--- src/rtl/quad_decoder.sv ---
// ============================================================================
// Module      : quad_decoder
// Description : Quadrature decoder for debounced rotary-encoder A/B channels.
//               Tracks the Gray-code phase, emits step/direction pulses, keeps
//               a signed position count and flags illegal double-bit jumps.
//               Optional index-channel clear: define QUAD_DECODER_INDEX_EN.
// Revision    : 1.0 - initial release
// ============================================================================
`default_nettype none

module quad_decoder #(
    parameter int p_CNT_WIDTH = 16,
    parameter int p_X4        = 1,
    parameter int p_SATURATE  = 0
) (
    input  logic                   i_clk,
    input  logic                   i_rst_n,
    input  logic                   i_a,
    input  logic                   i_b,
    input  logic                   i_en,
    input  logic                   i_clr,
    input  logic                   i_err_clr,
`ifdef QUAD_DECODER_INDEX_EN
    input  logic                   i_idx,
    output logic                   o_idx,
`endif
    output logic [p_CNT_WIDTH-1:0] ov_pos,
    output logic                   o_step,
    output logic                   o_dir,
    output logic                   o_err
);

    localparam logic [p_CNT_WIDTH-1:0] c_POS_MAX = {1'b0, {(p_CNT_WIDTH-1){1'b1}}};
    localparam logic [p_CNT_WIDTH-1:0] c_POS_MIN = {1'b1, {(p_CNT_WIDTH-1){1'b0}}};
    localparam logic [p_CNT_WIDTH-1:0] c_ONE     = {{(p_CNT_WIDTH-1){1'b0}}, 1'b1};
    localparam logic [p_CNT_WIDTH-1:0] c_ZERO    = '0;

    typedef enum logic [0:0] {
        S_UNPRIMED = 1'b0,
        S_TRACK    = 1'b1
    } state_t;

    state_t                   state_q, state_d;
    logic [1:0]               prev_q, prev_d;
    logic [p_CNT_WIDTH-1:0]   pos_q, pos_d;
    logic                     step_q, step_d;
    logic                     dir_q, dir_d;
    logic                     err_q, err_d;

    logic [1:0]               w_cur;
    logic                     w_moved;
    logic                     w_illegal;
    logic                     w_legal;
    logic                     w_up;
    logic                     w_cand;
    logic                     w_count;
    logic                     w_clr;
    logic [p_CNT_WIDTH-1:0]   w_pos_inc;
    logic [p_CNT_WIDTH-1:0]   w_pos_dec;
    logic [p_CNT_WIDTH-1:0]   w_pos_step;

`ifdef QUAD_DECODER_INDEX_EN
    logic                     idx_prev_q, idx_prev_d;
    logic                     idx_q, idx_d;
    logic                     w_idx_rise;
`endif

    // Successor phase in the clockwise direction: 00 -> 01 -> 11 -> 10 -> 00.
    function automatic logic [1:0] next_up(input logic [1:0] ph);
        logic [1:0] nxt;
        case (ph)
            2'b00:   nxt = 2'b01;
            2'b01:   nxt = 2'b11;
            2'b11:   nxt = 2'b10;
            default: nxt = 2'b00;
        endcase
        return nxt;
    endfunction

    always_comb begin
        w_cur     = {i_a, i_b};
        state_d   = S_TRACK;
        prev_d    = w_cur;

        w_moved   = (state_q == S_TRACK) && (w_cur != prev_q);
        w_illegal = w_moved && (w_cur == ~prev_q);
        w_legal   = w_moved && !w_illegal;
        w_up      = (w_cur == next_up(prev_q));

        // In x1 mode only arrivals at detent 00 count: from 10 (up) or 01 (down).
        if (p_X4 != 0) begin
            w_cand = w_legal;
        end else begin
            w_cand = w_legal && (w_cur == 2'b00);
        end
        w_count = w_cand && i_en;

        w_pos_inc = pos_q + c_ONE;
        w_pos_dec = pos_q - c_ONE;
        if (p_SATURATE != 0 && pos_q == c_POS_MAX) begin
            w_pos_inc = c_POS_MAX;
        end
        if (p_SATURATE != 0 && pos_q == c_POS_MIN) begin
            w_pos_dec = c_POS_MIN;
        end
        w_pos_step = w_up ? w_pos_inc : w_pos_dec;

`ifdef QUAD_DECODER_INDEX_EN
        idx_prev_d = i_idx;
        w_idx_rise = i_idx && !idx_prev_q;
        idx_d      = w_idx_rise;
        w_clr      = i_clr || w_idx_rise;
`else
        w_clr      = i_clr;
`endif

        if (w_clr) begin
            pos_d = c_ZERO;
        end else if (w_count) begin
            pos_d = w_pos_step;
        end else begin
            pos_d = pos_q;
        end

        step_d = w_count;
        dir_d  = w_count ? w_up : dir_q;

        // A new illegal jump outranks a simultaneous clear request.
        if (w_illegal) begin
            err_d = 1'b1;
        end else if (i_err_clr) begin
            err_d = 1'b0;
        end else begin
            err_d = err_q;
        end
    end

    always_ff @(posedge i_clk) begin
        if (!i_rst_n) begin
            state_q    <= S_UNPRIMED;
            prev_q     <= 2'b00;
            pos_q      <= c_ZERO;
            step_q     <= 1'b0;
            dir_q      <= 1'b0;
            err_q      <= 1'b0;
`ifdef QUAD_DECODER_INDEX_EN
            idx_prev_q <= 1'b0;
            idx_q      <= 1'b0;
`endif
        end else begin
            state_q    <= state_d;
            prev_q     <= prev_d;
            pos_q      <= pos_d;
            step_q     <= step_d;
            dir_q      <= dir_d;
            err_q      <= err_d;
`ifdef QUAD_DECODER_INDEX_EN
            idx_prev_q <= idx_prev_d;
            idx_q      <= idx_d;
`endif
        end
    end

    assign ov_pos = pos_q;
    assign o_step = step_q;
    assign o_dir  = dir_q;
    assign o_err  = err_q;
`ifdef QUAD_DECODER_INDEX_EN
    assign o_idx  = idx_q;
`endif

endmodule

`default_nettype wire

--- config.mk ---
export PLATFORM = sky130hd
export DESIGN_NAME = quad_decoder
export DESIGN_NICKNAME = d
export VERILOG_FILES = /design/src/rtl/quad_decoder.sv
export SDC_FILE = /design/constraint.sdc
export NUM_CORES = 1
export LEC_CHECK = 0
export CORE_UTILIZATION = 48
export DETAILED_ROUTE_END_ITERATION = 10
export PLACE_DENSITY_LB_ADDON = 0.25
export REMOVE_ABC_BUFFERS = 1
export SLEW_MARGIN = 25
export SYNTH_ARGS = -nofsm -noshare
export SYNTH_HDL_FRONTEND = slang
export SYNTH_SLANG_ARGS = --single-unit
--- constraint.sdc ---
create_clock -name i_clk -period 2.6 [get_ports i_clk]
set_clock_uncertainty 0.05 [all_clocks]
set_input_delay 0.26 -clock i_clk [delete_from_list [all_inputs] [get_ports i_clk]]
set_output_delay 0.26 -clock i_clk [all_outputs]
set_load 0.005 [all_outputs]
# --- Word-level counts from Yosys, hierarchy flattened ---
# Index checks and enable logic that the tools add are counted.
classes:
  bitwise: 2
  n_mux: 5
  n_lt_le_gt_ge: 0
  addsub: 2
  multipliers: 0
  eq_ne: 5
  n_reduce_logical: 8
  shifts: 0
  n_div: 0
op_table:
  columns: ["op", "n"]
  rows:
  - ["adder 16 x 1 -> 16 bit (second input constant)", 1]
  - ["2-to-1 mux 16 bit", 1]
  - ["subtractor 16 x 1 -> 16 bit (second input constant)", 1]
  - ["case mux 2 bit (3 select lines)", 1]
  - ["equality test 2 bit", 2]
  - ["logical AND 1 bit", 4]
  - ["2-to-1 mux 1 bit", 3]
  - ["equality test 2 x 1 -> 1 bit (second input constant)", 1]
  - ["equality test 2 bit (second input constant)", 1]
  - ["logical NOT 2 bit", 1]
  - ["inequality test 2 bit", 1]
  - ["inverter 2 bit", 1]
  - ["nonzero test 2 bit", 1]
  - ["OR reduction 2 bit", 1]
  - ["logical NOT 1 bit", 1]
  - ["inverter 1 bit", 1]
totals:
  out_inout_bits: 19
  latch_bits: 0
  input_bits: 7
  romBits: 0
  mem_bits_rw: 0
  memories: 0
  ff_bits: 22
  elab_cells: 28

# --- Logic depth before layout (Yosys ltp) ---
depth:
  depth_word: 6
  mapped_depth: 10

# --- Worst setup path before layout ---
# OpenSTA, ideal clock, no wires.
synth_path:
  path_type: "register -> register"
  from: "register prev_q[1]"
  to: "register pos_q[15], in the netlist ov_pos[15]"
  stages_incl_launch_ff: 11
  arrival_ns: 2.527
  setup_slack_ns: -0.048
  setup_time_ns: 0.072
  period_less_slack_ns: 2.648
  path_cell_list: "dfxtp_1 xor2_1 nand2_1 ha_1 clkbuf_1 a21o_1 a221oi_1 o21ai_1 a211oi_1 mux2i_1 mux2i_1"
synth_via:
  elab_chain_cells: 6
  word_cells_on_any_way: 14
  cone_classes: "eq/ne (5); mux (2); bitwise (1); reduce/logical (6)"
synth_rtl:
  columns: ["item", "line", "text"]
  rows:
  - ["start: declaration", "44", "logic [1:0] prev_q, prev_d;"]
  - ["start signal: assignment", "152", "prev_q <= prev_d;"]
  - ["branches (longest 6 deep; another with 2-to-1 mux 16 bit)", null, null]
  - ["end signal: assignment", "142", "pos_q <= c_ZERO;"]
  - ["end signal: assignment", "153", "pos_q <= pos_d;"]
  - ["end: declaration", "45", "logic [p_CNT_WIDTH-1:0] pos_q, pos_d;"]
# Several ways; the timed one is not identified.
# A chain may end at the register's enable or synchronous reset.

# --- Worst setup path in the final report ---
layout_path:
  from: "register prev_q[0]"
  to: "register pos_q[10], in the netlist ov_pos[10]"
layout_via:
  word_cells_on_any_way: 14
  cone_classes: "eq/ne (5); mux (2); bitwise (1); reduce/logical (6)"
layout_lines:
  columns: ["item", "line", "text"]
  rows:
  - ["equality test 2 bit, or another cell as far along", "71", "case (ph)"]
  - ["case mux 2 bit (3 select lines) *", "71", null]
  - ["equality test 2 bit *", "88", "w_up = (w_cur == next_up(prev_q));"]
  - ["net w_up", "54", "logic w_up;"]
  - ["2-to-1 mux 16 bit *", "106", "w_pos_step = w_up ? w_pos_inc : w_pos_dec;"]
# The timed path passes the listed nets; every way through them passes the cells marked *.

==> flow_summary_export.csv <==
group,metric,value,unit
sta,worst_pin_slew,0.384,ns
synth,async_reset_ff_share,0,%
sta,setup_viol,0,
sta,setup_tns,0,ns
route,vias_per_cell,6.11,
synth,netlist_instances,203,
route,first_pass_iters,7,
finish,layout_common_cells,"buf_4, clkdlybuf4s50_1, dfxtp_1",
synth,ys_seq_area_share,27.3,%
placement,place_congestion,0.918,
finish,drive_gt1_share,31.2,%
clocking,htree_levels,1,
floorplan,core,0.00313,mm^2
finish,nets,300,
route,ant_nets,0,
worst_setup_path,critical_path_class,"flop to flop",
clocking,cts_buffers,3,
placement,dpl.hpwl,3670,um
sta,hold_viol,0,
synth,synth-edff-count,0,
synth,synth_ff_type,"dfxtp_1",
global_route,antenna_found_initial,0,
worst_setup_path,crit_path_start,"prev_q[0]$_SDFF_PN0_",
worst_setup_path,worstSetupEndpointType,"flop",
pwr,switching_share,33.4,%
synth,synth-warning-count,0,
floorplan,die_height,59.9,um
global_route,grt_pass1_vias,1783,
synth,yosysUniqueCellTypes,41,
clocking,cts_tree,"done",
flow_run,maxCapViolations,0,
global_route,met2_usage,52.4,%
global_route,use_met3,4.98,%
synth,syn_area_per_cell,7.94,um^2
clocking,hold_buffers,0,
clocking,root_buffer,"clkbuf_4",
floorplan,initial_utilization,51.5,%
status,outcome,"finished clean",
floorplan,io_pins,26,
global_route,grt_overflow,0,
floorplan,num_rows,20,
finish,area_delta_synth_final,56.9,%
pwr,clock_power_share,25.0,%
sta,slew_headroom,74.2,%
global_route,grt_usage,30.1,%
sta,slew_violations,0,
finish,ff_latch_area,443,um^2
global_route,grt_pass1_wl,8110,um
finish,multi_input_area,0.00129,mm^2
route,drt_iter0_drc,137,
placement,io_buffers,25,
worst_setup_path,cp.arrival,2.71,ns
pwr,seqPwrFrac,32.3,%
synth,ys_top_cells_by_area,"dfxtp_1, ha_1, a21oi_1",
clocking,clkSinkCount,22,
worst_setup_path,rr_startpoint,"prev_q[0]$_SDFF_PN0_",
synth,ys_ff_latch,22,
pwr,p_switching,377,uW
pwr,combPwrFrac,42.8,%
route,postRouteWirelength,5590,um
floorplan,dieArea,0.00359,mm^2
worst_setup_path,worstPathMaxFanout,5,
finish,fillers,193,
floorplan,die_x,59.9,um
worst_hold_path,hold_path_class,"primary input to flop",
pwr,p_int,752,uW
synth,yosysTopAreaCell,"dfxtp_1",
sta,hold_slack,0.268,ns
pwr,power_density,447,mW/mm^2
route,wire_per_inst,17.5,um
sta,finalCriticalPeriod,2.52,ns
worst_setup_path,required,2.79,ns
pwr,power.total,1130,uW
global_route,grt_use_met1,37.8,%
finish,mostFrequentLayoutCell,"buf_4",
route,vias,1955,
worst_hold_path,min_from,"i_b",
worst_setup_path,cp-start-kind,"flop",
finish,final_cell_area,0.00253,mm^2
sta,period_share,96.8,%
clocking,cts_buffer_depth,2,
pwr,total_leakage_power,0.00108,uW
clocking,clk-insertion-delay-late,0.34,ns
clocking,clk_pin_slew,0.15,ns
placement,placed_area,0.00227,mm^2
global_route,grt_max_degree,17,
synth,syn-cell-area,0.00161,mm^2
route,drc_errors,0,
synth,synth_top_area_share,27.3,%
sta,max_freq,398,MHz
global_route,grt-busiest-layer,"met2",
pwr,max-vdd-ir-drop,0.369,mV
finish,antenna_cells,0,
[state kept, by name (all words and copies together) (netlist names)]
signal and cells:
o_dir 1, o_err 1, o_step 1, ov_pos 16
prev_q 2, state_q 1
[final timing paths]
path | to | slack [ns] | cells after the start
max | ov_pos[10]$_SDFFE_PP0P_ | 0.08 | 11
min | prev_q[0]$_SDFF_PN0_ | 0.27 | 3
max reg2reg | ov_pos[10]$_SDFFE_PP0P_ | 0.08 | 11
min reg2reg | o_dir$_SDFFE_PN0P_ | 0.43 | 2
[metal layers]
metal / part of all wire, % / vias up
li1: - / 902
met1: 38 / 923
met2: 51 / 98
met3: 5.9 / 32
met4: 4.5 / 0
met5: 0 / -
[synth_stat cells (6+ instances only)]
cell type and count:
nor2_1 12, dfxtp_1 22, nand2_1 19, nor2b_1 6, a21oi_1 17, clkbuf_1 9
o21ai_0 6, ha_1 15, xnor2_1 6, or3_1 6, nand3_1 13, a21o_1 9
[worst max-delay path, stage by stage (launching register included)]
cell,delay [ns]
dfxtp_2,0.36
xnor2_2,0.13
nand2_1,0.11
buf_6,0.14
inv_2,0.04
fa_2,0.37
nor2b_4,0.13
o21a_1,0.17
o21ai_2,0.09
a211o_1,0.30
and3_1,0.18
or3_1,0.36
[area by class of cell]
class                           instances  area share (%)
Sequential cell                        22            17.5
Clock buffer                            3           0.891
Timing Repair Buffer                   79            26.4
Inverter                                5           0.742
Tap cell                               44            2.18
Clock inverter                          1            1.19
Multi-Input combinational cell        166            51.1
[through the flow]
stage / instances / worst slack [ns] / utilization, %
6_report: 320 / 0.0844 / 80.8
5_1_grt: 320 / -0.00221 / 80.8
4_1_cts: 319 / 0.0168 / 74.9
3_5_place_dp: 315 / -0.427 / 72.6
3_3_place_gp: 315 / -0.318 / 72.6
2_1_floorplan: 193 / -0.0240 / -
[power groups by stage]
stage | combinational, uW | sequential (uW) | clock, uW
after floorplan | 195 | 368 | 0
after detailed placement | 391 | 369 | 0
after global routing | 516 | 365 | 295
after global placement | 377 | 368 | 0
final | 483 | 364 | 282
after CTS | 402 | 362 | 284
[timing repair]
action / CTS / global route
endpoints found under the setup margin: 4 / 9
gates resized for setup: 5 / 34
hold endpoints to repair: 0 / 0
pin swaps: 2 / 14
buffers inserted: 0 / 2
[cells by family after synthesis]
kind of cell / share of synthesized area [%]
adders and majority gates: 12.9
DFF: 27.3
AOI/OAI and AO/OA: 24.4
muxes: 1.24
and+or+nand+nor: 25.9
xor gates and xnor gates: 4.35
buffers and inverters: 3.96
No activity file was read; power rests on OpenSTA's default activity.
